File: src/rtl/grom_io_input.sv
// grom_io_input: CPU-side byte input port for the grom computer.
// An external source pushes bytes into a small FIFO via valid/ready; the CPU
// pops them with edge-triggered IO reads of DATA_PORT and polls STATUS_PORT.
// A write of bit0=1 to STATUS_PORT flushes the FIFO.
module grom_io_input #(
   parameter int         DEPTH       = 4,
   parameter logic [7:0] DATA_PORT   = 8'h00,
   parameter logic [7:0] STATUS_PORT = 8'h01
) (
   input  logic        clk,
   input  logic        reset,
   input  logic [11:0] addr,
   input  logic        ioreq,
   input  logic        we,
   input  logic [7:0]  cpu_din,
   output logic [7:0]  data_out,
   input  logic [7:0]  in_data,
   input  logic        in_valid,
   output logic        in_ready,
   output logic        data_avail
);

   localparam int         PW      = $clog2(DEPTH);
   localparam logic [3:0] DEPTH_C = 4'(DEPTH);

   logic [7:0]    mem [DEPTH];
   logic [PW-1:0] wr_ptr;
   logic [PW-1:0] rd_ptr;
   logic [3:0]    count;
   logic          rd_q;

   logic [7:0]    port;
   logic          rd_req;
   logic          rd_stb;
   logic          flush;
   logic          full;
   logic          push;
   logic          pop;
   logic [7:0]    status;

   // Decode the CPU cycle and derive the single-shot read strobe and FIFO moves.
   always_comb begin
      port       = addr[7:0];
      rd_req     = ioreq & ~we;
      rd_stb     = rd_req & ~rd_q;
      flush      = ioreq & we & (port == STATUS_PORT) & cpu_din[0];
      full       = (count == DEPTH_C);
      in_ready   = ~full;
      data_avail = (count != 4'd0);
      // A flush in the same cycle wins over an incoming byte.
      push       = in_valid & ~full & ~flush;
      // Reading an empty FIFO returns zero and leaves the pointers alone.
      pop        = rd_stb & (port == DATA_PORT) & data_avail;
      status     = {count, 2'b00, full, data_avail};
   end

   // FIFO storage write port.
   // NOTE: the storage array has no reset; its contents are meaningless while
   // count is zero, so clearing it would only add logic.
   always_ff @(posedge clk) begin
      if (push) begin
         mem[wr_ptr] <= in_data;
      end
   end

   // Pointer, occupancy and read-edge tracking.
   // NOTE: state registers use non-blocking assignments so every flop samples
   // the pre-edge values regardless of statement order.
   always_ff @(posedge clk) begin
      if (reset) begin
         wr_ptr <= '0;
         rd_ptr <= '0;
         count  <= 4'd0;
         rd_q   <= 1'b0;
      end else begin
         rd_q <= rd_req;
         if (flush) begin
            wr_ptr <= '0;
            rd_ptr <= '0;
            count  <= 4'd0;
         end else begin
            if (push) begin
               wr_ptr <= wr_ptr + PW'(1);
            end
            if (pop) begin
               rd_ptr <= rd_ptr + PW'(1);
            end
            case ({push, pop})
               2'b10:   count <= count + 4'd1;
               2'b01:   count <= count - 4'd1;
               default: count <= count;
            endcase
         end
      end
   end

   // Registered read data: updated only on a read strobe to a known port.
   always_ff @(posedge clk) begin
      if (reset) begin
         data_out <= 8'h00;
      end else if (rd_stb) begin
         if (port == DATA_PORT) begin
            data_out <= pop ? mem[rd_ptr] : 8'h00;
         end else if (port == STATUS_PORT) begin
            data_out <= status;
         end
      end
   end

endmodule

File: config.mk
export PLATFORM = sky130hd
export DESIGN_NAME = grom_io_input
export DESIGN_NICKNAME = d
export VERILOG_FILES = /design/src/rtl/grom_io_input.sv
export SDC_FILE = /design/constraint.sdc
export NUM_CORES = 1
export LEC_CHECK = 0
export ABC_AREA = 1
export ABC_CLOCK_PERIOD_IN_PS = 2580
export CAP_MARGIN = 20
export CORE_MARGIN = 2
export CORE_UTILIZATION = 65
export CTS_BUF_LIST = sky130_fd_sc_hd__clkbuf_4
export CTS_CLUSTER_SIZE = 28
export DETAILED_ROUTE_END_ITERATION = 12
export DONT_BUFFER_PORTS = 1
export PLACE_DENSITY = 0.87
export SLEW_MARGIN = 20
export SYNTH_ARGS = -nofsm -noshare
export SYNTH_HDL_FRONTEND = slang
export SYNTH_SLANG_ARGS = --single-unit
File: constraint.sdc
create_clock -name clk -period 2.58 [get_ports clk]
set_clock_uncertainty 0.05 [all_clocks]
set_input_delay 0.516 -clock clk [delete_from_list [all_inputs] [get_ports clk]]
set_output_delay 0.516 -clock clk [all_outputs]
set_load 0.05 [all_outputs]
Word level (Yosys, flattened, before mapping)
Memory sizes are Yosys's and may differ from the RTL's. A register that Yosys moved wholly into a read port is not among the register bits.
Index checks and enable logic that the tools add are counted.
Widths: inputs -> output; s select.

word-level totals
  latch bits = 0
  input port bits = 33
  logic and storage cells = 41
  RAM bits = 32
  memory bits (read-only) = 0
  memories kept = 1
  bits in registers = 17
  output and inout port bits = 10

operators by class
  muxes and demuxes = 8
  equality and inequality tests = 4
  reduce and logical (&&, ||, !) cells = 6
  div/mod/pow operators = 0
  bitwise logic cells = 13
  $mul = 0
  shifts and indexed selects = 0
  $add $sub $neg = 4
  $lt $le $gt $ge = 0

memories
  name  words  bits a word  read ports  clocked after Yosys merged registers in  write ports  RTL line  text
  mem   4      8            1           1                                        1            26        logic [7:0] mem [DEPTH];

operators by type and width
  kind                 count
  $mux 8               3
  $and 1x1->1          9
  $eq 8x1->1 const B   1
  $logic_not 8->1      1
  $pmux 4 s2           1
  $add 2x1->2 const B  2
  $add 4x1->4 const B  1
  $eq 4x3->1 const B   1
  $mux 2               2
  $not 1->1            4
  $reduce_bool 2->1    2
  $reduce_bool 4->1    1
  $sub 4x1->4 const B  1
  $eq 2x1->1 const B   1
  $eq 2x2->1 const B   1
  $mux 1               2
  $reduce_and 2->1     1
  $reduce_or 2->1      1

Longest topological paths before layout
Gate-level depths: netlist of run 1.

  depth after elaboration = 7
  mapped depth = 15

Least setup slack after synthesis of run 1
No wires, ideal clock.

  kind = reg2reg
  start = register count[3]
  end = register count[2]
  stages on the path, launching flop included = 14
  period minus slack after synthesis = 2.253 ns
  setup time = 0.120 ns
  slack = 0.327 ns
  buffers on the path = 0
  arrival time = 2.082 ns
  cell sequence = dfxtp_1 > nor2_1 > nand2_1 > nand3_2 > clkinv_2 > ha_1 > inv_1 > nand2_1 > nand2_1 > ha_1 > a21oi_1 > o21ai_0 > nand3_1 > a21oi_1

on the way
  elaborated cells on any way between the ends = 10

RTL lines
  item                                                    RTL line  text
  from (decl)                                             29        logic [3:0] count;
  from (signal assigned)                                  89        2'b10: count <= count + 4'd1;
  from (signal assigned)                                  90        2'b01: count <= count - 4'd1;
  from (signal assigned)                                  91        default: count <= count;
  $reduce_bool 4->1 (*)                                   49        data_avail = (count != 4'd0);
  via data_avail                                          20        output logic data_avail
  $and 1x1->1 (*)                                         53        pop = rd_stb & (port == DATA_PORT) & data_avail;
  via pop                                                 38        logic pop;
  $eq 2x1->1 / $eq 2x2->1 (equally long branches)         88        case ({push, pop})
  $pmux 4 s2 / $reduce_bool 2->1 (equally long branches)  n/a

Mark *: on every way through the listed nets, which the timed path passes. The rest lies on a longest branch.
A chain may end at the register's enable or synchronous reset.

Worst setup path after layout of run 1
  start = register count[2]
  end = register count[2]

on the way
  cells in the longest elaborated chain, start to end = 6
  elaborated cells on any way between the ends = 12

RTL lines
  item                                                    RTL line  text
  $eq 4x3->1                                              47        full = (count == DEPTH_C);
  $not 1->1                                               51        push = in_valid & ~full & ~flush;
  $and 1x1->1 (2 in series)                               51
  $eq 2x1->1 / $eq 2x2->1 (equally long branches)         88
  $pmux 4 s2 / $reduce_bool 2->1 (equally long branches)  n/a

Parallel ways exist; a longest one is shown, timed or not.

==> results of run 1 <==
==> worst reg2reg max path, stage by stage, from the launching register on <==
cell	delay [ns]
dfxtp_1	0.46
inv_1	0.09
nor3_2	0.33
nor2_2	0.09
nand2_2	0.15
ha_1	0.26
inv_1	0.06
nand2_1	0.06
nand2_1	0.06
ha_1	0.18
a21oi_1	0.19
o21ai_0	0.12
nand3_1	0.09
a21oi_1	0.06
==> registers in the layout, indices dropped and copies added (netlist names), named ones only <==
name / flops
mem: 32
data_out: 8
count: 4
rd_ptr: 2
wr_ptr: 2
rd_q: 1
==> layout make-up <==
| class | count | area, um2 | area share (%) |
|---|---|---|---|
| flip-flops and latches | 51 | 1340 | 50.9 |
| multi-input cells | 194 | 906 | 34.4 |
| inverters | 52 | 196 | 7.46 |
| repair buffers | 9 | 67.6 | 2.57 |
| well taps | 48 | 60.1 | 2.28 |
| clock buffers | 6 | 45.0 | 1.71 |
| clock inverters | 2 | 17.5 | 0.665 |
==> routing by layer <==
layer,share of wire [%],GRT usage (%),vias to the layer above,wire (um)
met5,0,0,-,0
met3,5.6,6.34,5,256
met1,43,29.2,836,1950
li1,-,-,956,-
met4,1.2,8.59,0,53
met2,50,39.0,38,2280
==> logic make-up (layout without fill, tap and decap cells) <==
kind of cell / count (synthesis) / after routing / share of synthesized area (%)
XOR/XNOR: 1 / 1 / 0.353
adder cells (fa/ha/maj): 7 / 7 / 3.53
flip-flops: 51 / 51 / 54.1
AO/OA/AOI/OAI: 16 / 16 / 3.23
buffers and inverters: 56 / 69 / 9.34
AND/OR/NAND/NOR: 170 / 170 / 29.4
==> worst max path at each step <==
| stage | slack, ns | cells after the start | from | endpoint |
|---|---|---|---|---|
| after floorplan | 0.33 | 13 | count[3] | count[2] |
| after global placement | 0.27 | 14 | addr[1] | count[2] |
| after detailed placement | 0.22 | 14 | addr[1] | count[2] |
| after CTS | 0.27 | 13 | count[2] | count[2] |
| after global routing | 0.04 | 14 | count[2] | count[2] |
| final | 0.24 | 13 | count[2] | count[2] |
==> synthesized netlist by cell type (all sizes together) <==
library cell    n
nor2           42
inv            50
nand3          17
xor2            1
clkinv          2
edfxtp         32
nand4           1
ha              7
buf             4
nor3            3
dfxtp          19
o21ai           5
nand3b          2
a21oi          11
nand2         105
==> power groups by stage <==
stage / clock, mW / combinational, mW / sequential [mW]
finish: 0.373 / 0.103 / 0.901
global route: 0.417 / 0.118 / 0.904
CTS: 0.381 / 0.104 / 0.901
detailed placement: 0 / 0.104 / 0.919
global placement: 0 / 0.0997 / 0.918
floorplan: 0 / 0.0729 / 0.919
==> per-stage QoR <==
stage               cell area, um2  hold slack, ns  setup slack [ns]
floorplan                     2480           0.417             0.327
global placement              2570           0.430             0.275
detailed placement            2570           0.442             0.223
CTS                           2630           0.138             0.266
global route                  2630           0.124            0.0450
finish                        2630           0.147             0.244
==> impl_metrics.env, run 1 <==
export IMPL_outcome="completed"
export IMPL_peakVddDrop_uv=361
export IMPL_seq_area_frac_synth_pct=54.1
export IMPL_r2r_start="count[2]"
export IMPL_avgSynthCellArea_um2=8.23
export IMPL_placed_cells=354
export IMPL_critical_path_class="register to register"
export IMPL_cellLeakagePower_nw=1.21
export IMPL_clockRootBuffer="clkbuf_4"
export IMPL_syn_nets=341
export IMPL_htreeDepth=2
export IMPL_worstMarginPinSlew_ns=0.542
export IMPL_r2r_end="count[2]"
export IMPL_cts_tree="built"
export IMPL_switching_power_mw=0.330
export IMPL_end_kind="register"
export IMPL_grt_util_all_layers_pct=23.4
export IMPL_drt_first_iter_violations=155
export IMPL_p_clk_share_pct=27.1
export IMPL_finalPower_mw=1.38
export IMPL_grt_max_degree=18
export IMPL_hp_start="reset"
export IMPL_die_area_mm2=0.00432
export IMPL_grt_ovfl_total=0
export IMPL_combPwrFrac_pct=7.5
export IMPL_viasPerCell=5.07
export IMPL_fin_nets=353
export IMPL_p_int_mw=1.05
export IMPL_die_h_um=65.8
export IMPL_hp_class="input port to register"
export IMPL_post_synth_top_area_cell="edfxtp_1"
export IMPL_grt_pass1_wl_mm=7.52
export IMPL_crit_family="simple AND/OR/NAND/NOR gates"
export IMPL_synthCells=301
export IMPL_slowest_stage="dfxtp_1"
export IMPL_fin_util_pct=71.9
export IMPL_cp_cell_sequence="inv_1 > nor3_2 > nor2_2 > nand2_2 > ha_1 > inv_1 > nand2_1 > nand2_1 > ha_1 > a21oi_1 > o21ai_0 > nand3_1 > a21oi_1"
export IMPL_gp_congestion=0.832
export IMPL_finalMaxSlewViolations=0
export IMPL_swShare_pct=24.0
export IMPL_layout_commonest_cell="nand2_1"
export IMPL_clockBufferDepth=2
export IMPL_vias=1835
export IMPL_drtPass1Iterations=4
export IMPL_start_util_pct=67.7
export IMPL_rows=22
export IMPL_n_fill_cell=272
export IMPL_holdPathStages=1
export IMPL_clock_fmax_mhz=428
export IMPL_finalSetupTns_ns=0
export IMPL_fin_crit_sh_pct=90.6
export IMPL_clkTransAtPathRegs_ns=0.14
export IMPL_synth_cell_area_mm2=0.00248
export IMPL_ff2ff_path_depth=13
export IMPL_r2r_slack_ns=0.24
export IMPL_cap_violations=0
export IMPL_yosysWarningCount=0
export IMPL_antenna_found_initial=0
export IMPL_drtAntennaViolNets=0
export IMPL_area_delta_synth_final_pct=6.26
export IMPL_min_period_ns=2.34
export IMPL_synth_seq_cells=51
export IMPL_yosysTopAreaCellShare_pct=38.8
export IMPL_cts_inserted_buffers=5
export IMPL_timing_final_hold_violations=0
export IMPL_path_buf_inv=2
export IMPL_port_buffers=0
export IMPL_max_stage_delay_ns=0.46
export IMPL_routedWlPerCell_um=12.6
export IMPL_drive_above_1_share_pct=10.2
export IMPL_grt_pass1_vias=1743
export IMPL_hold_end="rd_q"
export IMPL_drc=0
export IMPL_p_per_area_mw_per_mm2=523
export IMPL_cts_repair_resized=0
export IMPL_die_w_um=65.8
export IMPL_critPathArrivalTime_ns=2.56
export IMPL_final_setup_viol_count=0
export IMPL_postCtsHoldBufs=0
export IMPL_clock_latency_ns=0.37
export IMPL_required_ns=2.80
export IMPL_dp_hpwl_mm=3.30
export IMPL_seq_power_share_pct=65.4
export IMPL_postCtsSetupBuffers=0
export IMPL_layout_common_cells="nand2_1 (100), inv_1 (47), nor2_1 (40)"
export IMPL_io_pins=43
export IMPL_num_antenna_cells=0
export IMPL_core_mm2=0.00366
export IMPL_synth_distinct_cells=27
export IMPL_cp_start_kind="register"
export IMPL_synth_area_leaders="edfxtp_1 (39%), dfxtp_1 (15%), nand2_1 (15%)"
export IMPL_critPathMaxFanout=8
export IMPL_drt_total_wl_mm=4.54
export IMPL_stdcell_count=362
export IMPL_clock_sinks=51
export IMPL_rsz0062_at_grt="no"
export IMPL_max_slew_margin_pct=63.8
No activity file was read; power rests on OpenSTA's default activity.
==> run 2, diff against run 1 <==
--- a/config.mk
+++ b/config.mk
@@ -9,12 +9,12 @@
 export ABC_CLOCK_PERIOD_IN_PS = 2580
 export CAP_MARGIN = 20
 export CORE_MARGIN = 2
-export CORE_UTILIZATION = 65
-export CTS_BUF_LIST = sky130_fd_sc_hd__clkbuf_4
+export CORE_UTILIZATION = 63
+export CTS_BUF_LIST = sky130_fd_sc_hd__clkbuf_4 sky130_fd_sc_hd__clkbuf_8
 export CTS_CLUSTER_SIZE = 28
 export DETAILED_ROUTE_END_ITERATION = 12
 export DONT_BUFFER_PORTS = 1
-export PLACE_DENSITY = 0.87
+export PLACE_DENSITY = 0.85
 export SLEW_MARGIN = 20
 export SYNTH_ARGS = -nofsm -noshare
 export SYNTH_HDL_FRONTEND = slang
==> impl_metrics.env, run 2 (synthesis gave the netlist of run 1 again) <==
export IMPL_outcome="completed"
export IMPL_r2r_start="count[0]"
export IMPL_cp_startpoint="count[0]"
export IMPL_fin_crit_sh_pct=86.6
export IMPL_clock_latency_ns=0.31
export IMPL_busiest_layer="met2"
export IMPL_ff2ff_path_depth=14
export IMPL_critPathCapture="count[2]"
export IMPL_cp_start_kind="register"
export IMPL_drive_above_1_share_pct=10.2
export IMPL_use_met3_pct=7.94
export IMPL_required_ns=2.74
export IMPL_worstMarginPinSlew_ns=0.541
export IMPL_final_setup_viol_count=0
export IMPL_port_buffers=0
export IMPL_grt_ovfl_total=0
export IMPL_end_kind="register"
export IMPL_critPathMaxFanout=8
export IMPL_r2r_end="count[2]"
export IMPL_seq_power_share_pct=56.9
export IMPL_dp_hpwl_mm=3.33
export IMPL_reg_top3="mem x32, data_out x8, count x4"
export IMPL_critPathArrivalTime_ns=2.39
export IMPL_grt_util_all_layers_pct=24.4
export IMPL_num_antenna_cells=0
export IMPL_die_w_um=66.7
export IMPL_drtPass1Iterations=4
export IMPL_viasPerCell=5.15
export IMPL_finalSetupTns_ns=0
export IMPL_routedWlPerCell_um=13.1
export IMPL_p_clk_share_pct=36.8
export IMPL_layout_commonest_cell="nand2_1"
export IMPL_timing_final_hold_violations=0
export IMPL_io_pins=43
export IMPL_largest_reg_flops=32
export IMPL_area_delta_synth_final_pct=8.63
export IMPL_met1_usage_pct=29.5
export IMPL_critical_path_class="register to register"
export IMPL_max_slew_margin_pct=63.9
export IMPL_start_util_pct=66.7
export IMPL_fin_util_pct=72.5
export IMPL_cellLeakagePower_nw=1.23
export IMPL_clkTransAtPathRegs_ns=0.09
export IMPL_postCtsHoldBufs=0
export IMPL_grt_max_degree=18
export IMPL_postCtsSetupBuffers=0
export IMPL_gp_congestion=0.811
export IMPL_die_h_um=66.7
export IMPL_drt_first_iter_violations=171
export IMPL_rsz0062_at_grt="no"
export IMPL_finalMaxSlewViolations=0
export IMPL_rows=22
export IMPL_cts_tree="built"
export IMPL_swShare_pct=21.8
export IMPL_vias=1864
export IMPL_cap_violations=0
export IMPL_clock_sinks=51
export IMPL_grtUsageMet2_pct=41.3
export IMPL_stdcell_count=362
export IMPL_die_area_mm2=0.00445
export IMPL_clockBufferDepth=2
export IMPL_drtAntennaViolNets=0
export IMPL_drc=0
export IMPL_fin_nets=353
export IMPL_cts_repair_resized=0
export IMPL_grt_pass1_vias=1770
export IMPL_cts_inserted_buffers=5
export IMPL_core_mm2=0.00372
export IMPL_placed_cells=354
export IMPL_clock_fmax_mhz=448
export IMPL_htreeDepth=2
export IMPL_drt_total_wl_mm=4.74
export IMPL_p_per_area_mw_per_mm2=590
export IMPL_r2r_slack_ns=0.35
export IMPL_min_period_ns=2.23
export IMPL_layout_common_cells="nand2_1 (100), inv_1 (47), nor2_1 (40)"
export IMPL_hp_class="input port to register"
export IMPL_p_int_mw=1.24
export IMPL_switching_power_mw=0.346
export IMPL_grt_pass1_wl_mm=7.87
export IMPL_combPwrFrac_pct=6.3
export IMPL_antenna_found_initial=0
export IMPL_peakVddDrop_uv=481
export IMPL_clockRootBuffer="clkbuf_8"
export IMPL_regMostFlops="mem"
## run 2: stage by stage
step,cell area [um2],total power [mW],setup WS (ns),hold WS (ns)
final,2690,1.59,0.346,0.215
after global routing,2690,1.65,0.209,0.210
after CTS,2690,1.59,0.376,0.213
after detailed placement,2570,1.02,0.205,0.436
after global placement,2570,1.02,0.268,0.431
after floorplan,2480,0.992,0.327,0.417
## run 2: routing by layer
| layer | wire, um | share of wire (%) |
|---|---|---|
| met2 | 2460 | 52 |
| met3 | 343 | 7.2 |
| met1 | 1880 | 40 |
| met5 | 0 | 0 |
| met4 | 56 | 1.2 |
## run 2: critical path, stage by stage, from the launching register on
cell and delay, ns:
dfxtp_1 0.37, inv_1 0.12, nand2_1 0.10, nor3_2 0.19
nor2_2 0.08, nand2_2 0.14, ha_1 0.26, inv_1 0.07
nand2_1 0.06, nand2_1 0.07, ha_1 0.18, a21oi_1 0.16
o21ai_0 0.11, nand3_1 0.09, a21oi_1 0.06
## run 2: final cells by class
type	instances	area [um2]
clock buffer	6	82.6
clock inverter	2	38.8
fill	284	1020
inverter	52	196
multi-input combinational	194	906
sequential	51	1340
tap	48	60.1
timing repair buffer	9	67.6
## run 2: worst min path at each step
stage / start / endpoint / slack, ns / depth (start not counted)
after global routing: reset / rd_q / 0.21 / 1
final: reset / rd_q / 0.22 / 1
after CTS: reset / rd_q / 0.21 / 1
after detailed placement: rd_ptr[1] / register / 0.44 / 2
after global placement: rd_ptr[1] / rd_ptr[1] / 0.43 / 2
after floorplan: rd_ptr[1] / register / 0.42 / 2
## run 2: power groups by stage
| stage | sequential (mW) | combinational (mW) | clock (mW) |
|---|---|---|---|
| floorplan | 0.919 | 0.0729 | 0 |
| finish | 0.903 | 0.100 | 0.585 |
| global route | 0.906 | 0.115 | 0.625 |
| global placement | 0.921 | 0.0957 | 0 |
| CTS | 0.903 | 0.101 | 0.589 |
| detailed placement | 0.922 | 0.0996 | 0 |
==> run 3, diff against run 2 <==
--- a/config.mk
+++ b/config.mk
@@ -9,12 +9,12 @@
 export ABC_CLOCK_PERIOD_IN_PS = 2580
 export CAP_MARGIN = 20
 export CORE_MARGIN = 2
-export CORE_UTILIZATION = 63
+export CORE_UTILIZATION = 55
 export CTS_BUF_LIST = sky130_fd_sc_hd__clkbuf_4 sky130_fd_sc_hd__clkbuf_8
 export CTS_CLUSTER_SIZE = 28
 export DETAILED_ROUTE_END_ITERATION = 12
 export DONT_BUFFER_PORTS = 1
-export PLACE_DENSITY = 0.85
+export PLACE_DENSITY = 0.76
 export SLEW_MARGIN = 20
 export SYNTH_ARGS = -nofsm -noshare
 export SYNTH_HDL_FRONTEND = slang
==> impl_metrics.env, run 3 (synthesis gave the netlist of run 1 again) <==
export IMPL_drive_above_1_share_pct=10.2
export IMPL_routedWlPerCell_um=11.9
export IMPL_max_slew_margin_pct=65.5
export IMPL_grt_pass1_vias=1673
export IMPL_num_antenna_cells=0
export IMPL_layout_commonest_cell="nand2_1"
export IMPL_seq_power_share_pct=54.5
export IMPL_p_per_area_mw_per_mm2=609
export IMPL_dp_hpwl_mm=3.15
export IMPL_holdPathStages=1
export IMPL_die_w_um=71.1
export IMPL_antenna_found_initial=0
export IMPL_clock_fmax_mhz=435
export IMPL_critPathMaxFanout=8
export IMPL_multiInputGateArea_um2=906
export IMPL_grtUsageMet2_pct=32.1
export IMPL_p_clk_share_pct=39.2
export IMPL_grt_max_degree=17
export IMPL_cts_inserted_buffers=5
export IMPL_drc=0
export IMPL_rsz0062_at_grt="no"
export IMPL_clkTransAtPathRegs_ns=0.10
export IMPL_core_mm2=0.00435
export IMPL_critical_path_class="register to register"
export IMPL_grt_ovfl_total=0
export IMPL_rows=24
export IMPL_final_setup_viol_count=0
export IMPL_drtAntennaViolNets=0
export IMPL_worstMarginPinSlew_ns=0.516
export IMPL_viasPerCell=4.89
export IMPL_drt_first_iter_violations=99
export IMPL_swShare_pct=20.5
export IMPL_required_ns=2.76
export IMPL_die_area_mm2=0.00506
export IMPL_area_delta_synth_final_pct=9.44
export IMPL_cellLeakagePower_nw=1.24
export IMPL_io_pins=43
export IMPL_drt_total_wl_mm=4.34
export IMPL_cts_repair_resized=0
export IMPL_fin_crit_sh_pct=89.1
export IMPL_outcome="completed"
export IMPL_cp_start_kind="register"
export IMPL_grt_pass1_wl_mm=7.37
export IMPL_setup_ws_ns=0.281
export IMPL_clock_sinks=51
export IMPL_r2r_start="count[2]"
export IMPL_cts_tree="built"
export IMPL_port_buffers=0
export IMPL_die_h_um=71.1
export IMPL_use_met3_pct=5.27
export IMPL_end_kind="register"
export IMPL_min_period_ns=2.30
export IMPL_clockRootBuffer="clkbuf_8"
export IMPL_regArea_mm2=0.00134
export IMPL_vias=1790
export IMPL_clock_latency_ns=0.30
export IMPL_hp_class="input port to register"
export IMPL_drtPass1Iterations=4
export IMPL_finalSetupTns_ns=0
export IMPL_dp_slack_ns=0.233
export IMPL_critPathArrivalTime_ns=2.48
export IMPL_combPwrFrac_pct=6.3
export IMPL_busiest_layer="met2"
export IMPL_peakVddDrop_uv=315
export IMPL_gp_congestion=0.806
export IMPL_r2r_slack_ns=0.28
export IMPL_timing_final_hold_violations=0
export IMPL_hp_start="reset"
export IMPL_fin_nets=353
export IMPL_grt_util_all_layers_pct=18.8
export IMPL_n_fill_cell=385
export IMPL_regMostFlops="mem"
export IMPL_switching_power_mw=0.339
export IMPL_layout_common_cells="nand2_1 (100), inv_1 (47), nor2_1 (40)"
export IMPL_start_util_pct=56.9
export IMPL_postCtsHoldBufs=0
export IMPL_finalMaxSlewViolations=0
export IMPL_ff2ff_path_depth=14
export IMPL_met1_usage_pct=23.9
export IMPL_largest_reg_flops=32
export IMPL_clockBufferDepth=2
export IMPL_postCtsSetupBuffers=0
export IMPL_reg_top3="mem x32, data_out x8, count x4"
export IMPL_htreeDepth=2
export IMPL_cap_violations=0
export IMPL_p_int_mw=1.31
export IMPL_hold_end="rd_q"
export IMPL_r2r_end="count[2]"
-- run 3: worst max path at each step --
stage	startpoint	end	slack, ns	cells past startpoint
floorplan	count[3]	count[2]	0.33	13
global placement	addr[1]	count[2]	0.25	14
detailed placement	addr[1]	count[2]	0.23	15
CTS	count[2]	count[2]	0.28	14
global route	count[2]	count[2]	0.004	14
finish	count[2]	count[2]	0.28	14
-- run 3: per-layer routing --
layer / routed length, um / vias up
li1: - / 951
met1: 1960 / 803
met2: 2140 / 34
met3: 217 / 2
met4: 25 / 0
met5: 0 / -
-- run 3: power groups by stage --
stage | combinational (mW) | sequential [mW] | clock (mW)
2_1_floorplan | 0.0729 | 0.919 | 0
3_3_place_gp | 0.102 | 0.918 | 0
3_5_place_dp | 0.104 | 0.919 | 0
4_1_cts | 0.105 | 0.901 | 0.658
5_1_grt | 0.119 | 0.903 | 0.683
6_report | 0.103 | 0.901 | 0.648
-- run 3: area by class of cell --
cell class	count	area share [%]
inverter	52	7.24
timing repair buffer	9	2.49
tap	52	2.40
clock buffer	5	2.54
clock inverter	3	2.49
multi-input combinational	194	33.4
sequential	51	49.4
-- run 3: per-stage QoR --
stage | hold slack (ns) | area, um2 | util, % | power, mW | std cells
floorplan | 0.417 | 2480 | - | 0.992 | 301
global placement | 0.433 | 2580 | 59.2 | 1.02 | 358
detailed placement | 0.439 | 2580 | 59.2 | 1.02 | 358
CTS | 0.223 | 2710 | 62.3 | 1.66 | 366
global route | 0.224 | 2710 | 62.3 | 1.71 | 366
finish | 0.230 | 2710 | 62.3 | 1.65 | 366
-- run 3: worst max-delay path, cell delays in order (launching register included) --
cell and delay [ns]:
dfxtp_1 0.44, inv_1 0.09, nor3_2 0.32, nor2_2 0.09, nand2_2 0.15, ha_1 0.26
inv_1 0.06, nand2_1 0.05, nand2_1 0.06, ha_1 0.17, a21oi_1 0.16, inv_1 0.06
nand2_1 0.05, nand3_1 0.06, a21oi_1 0.15
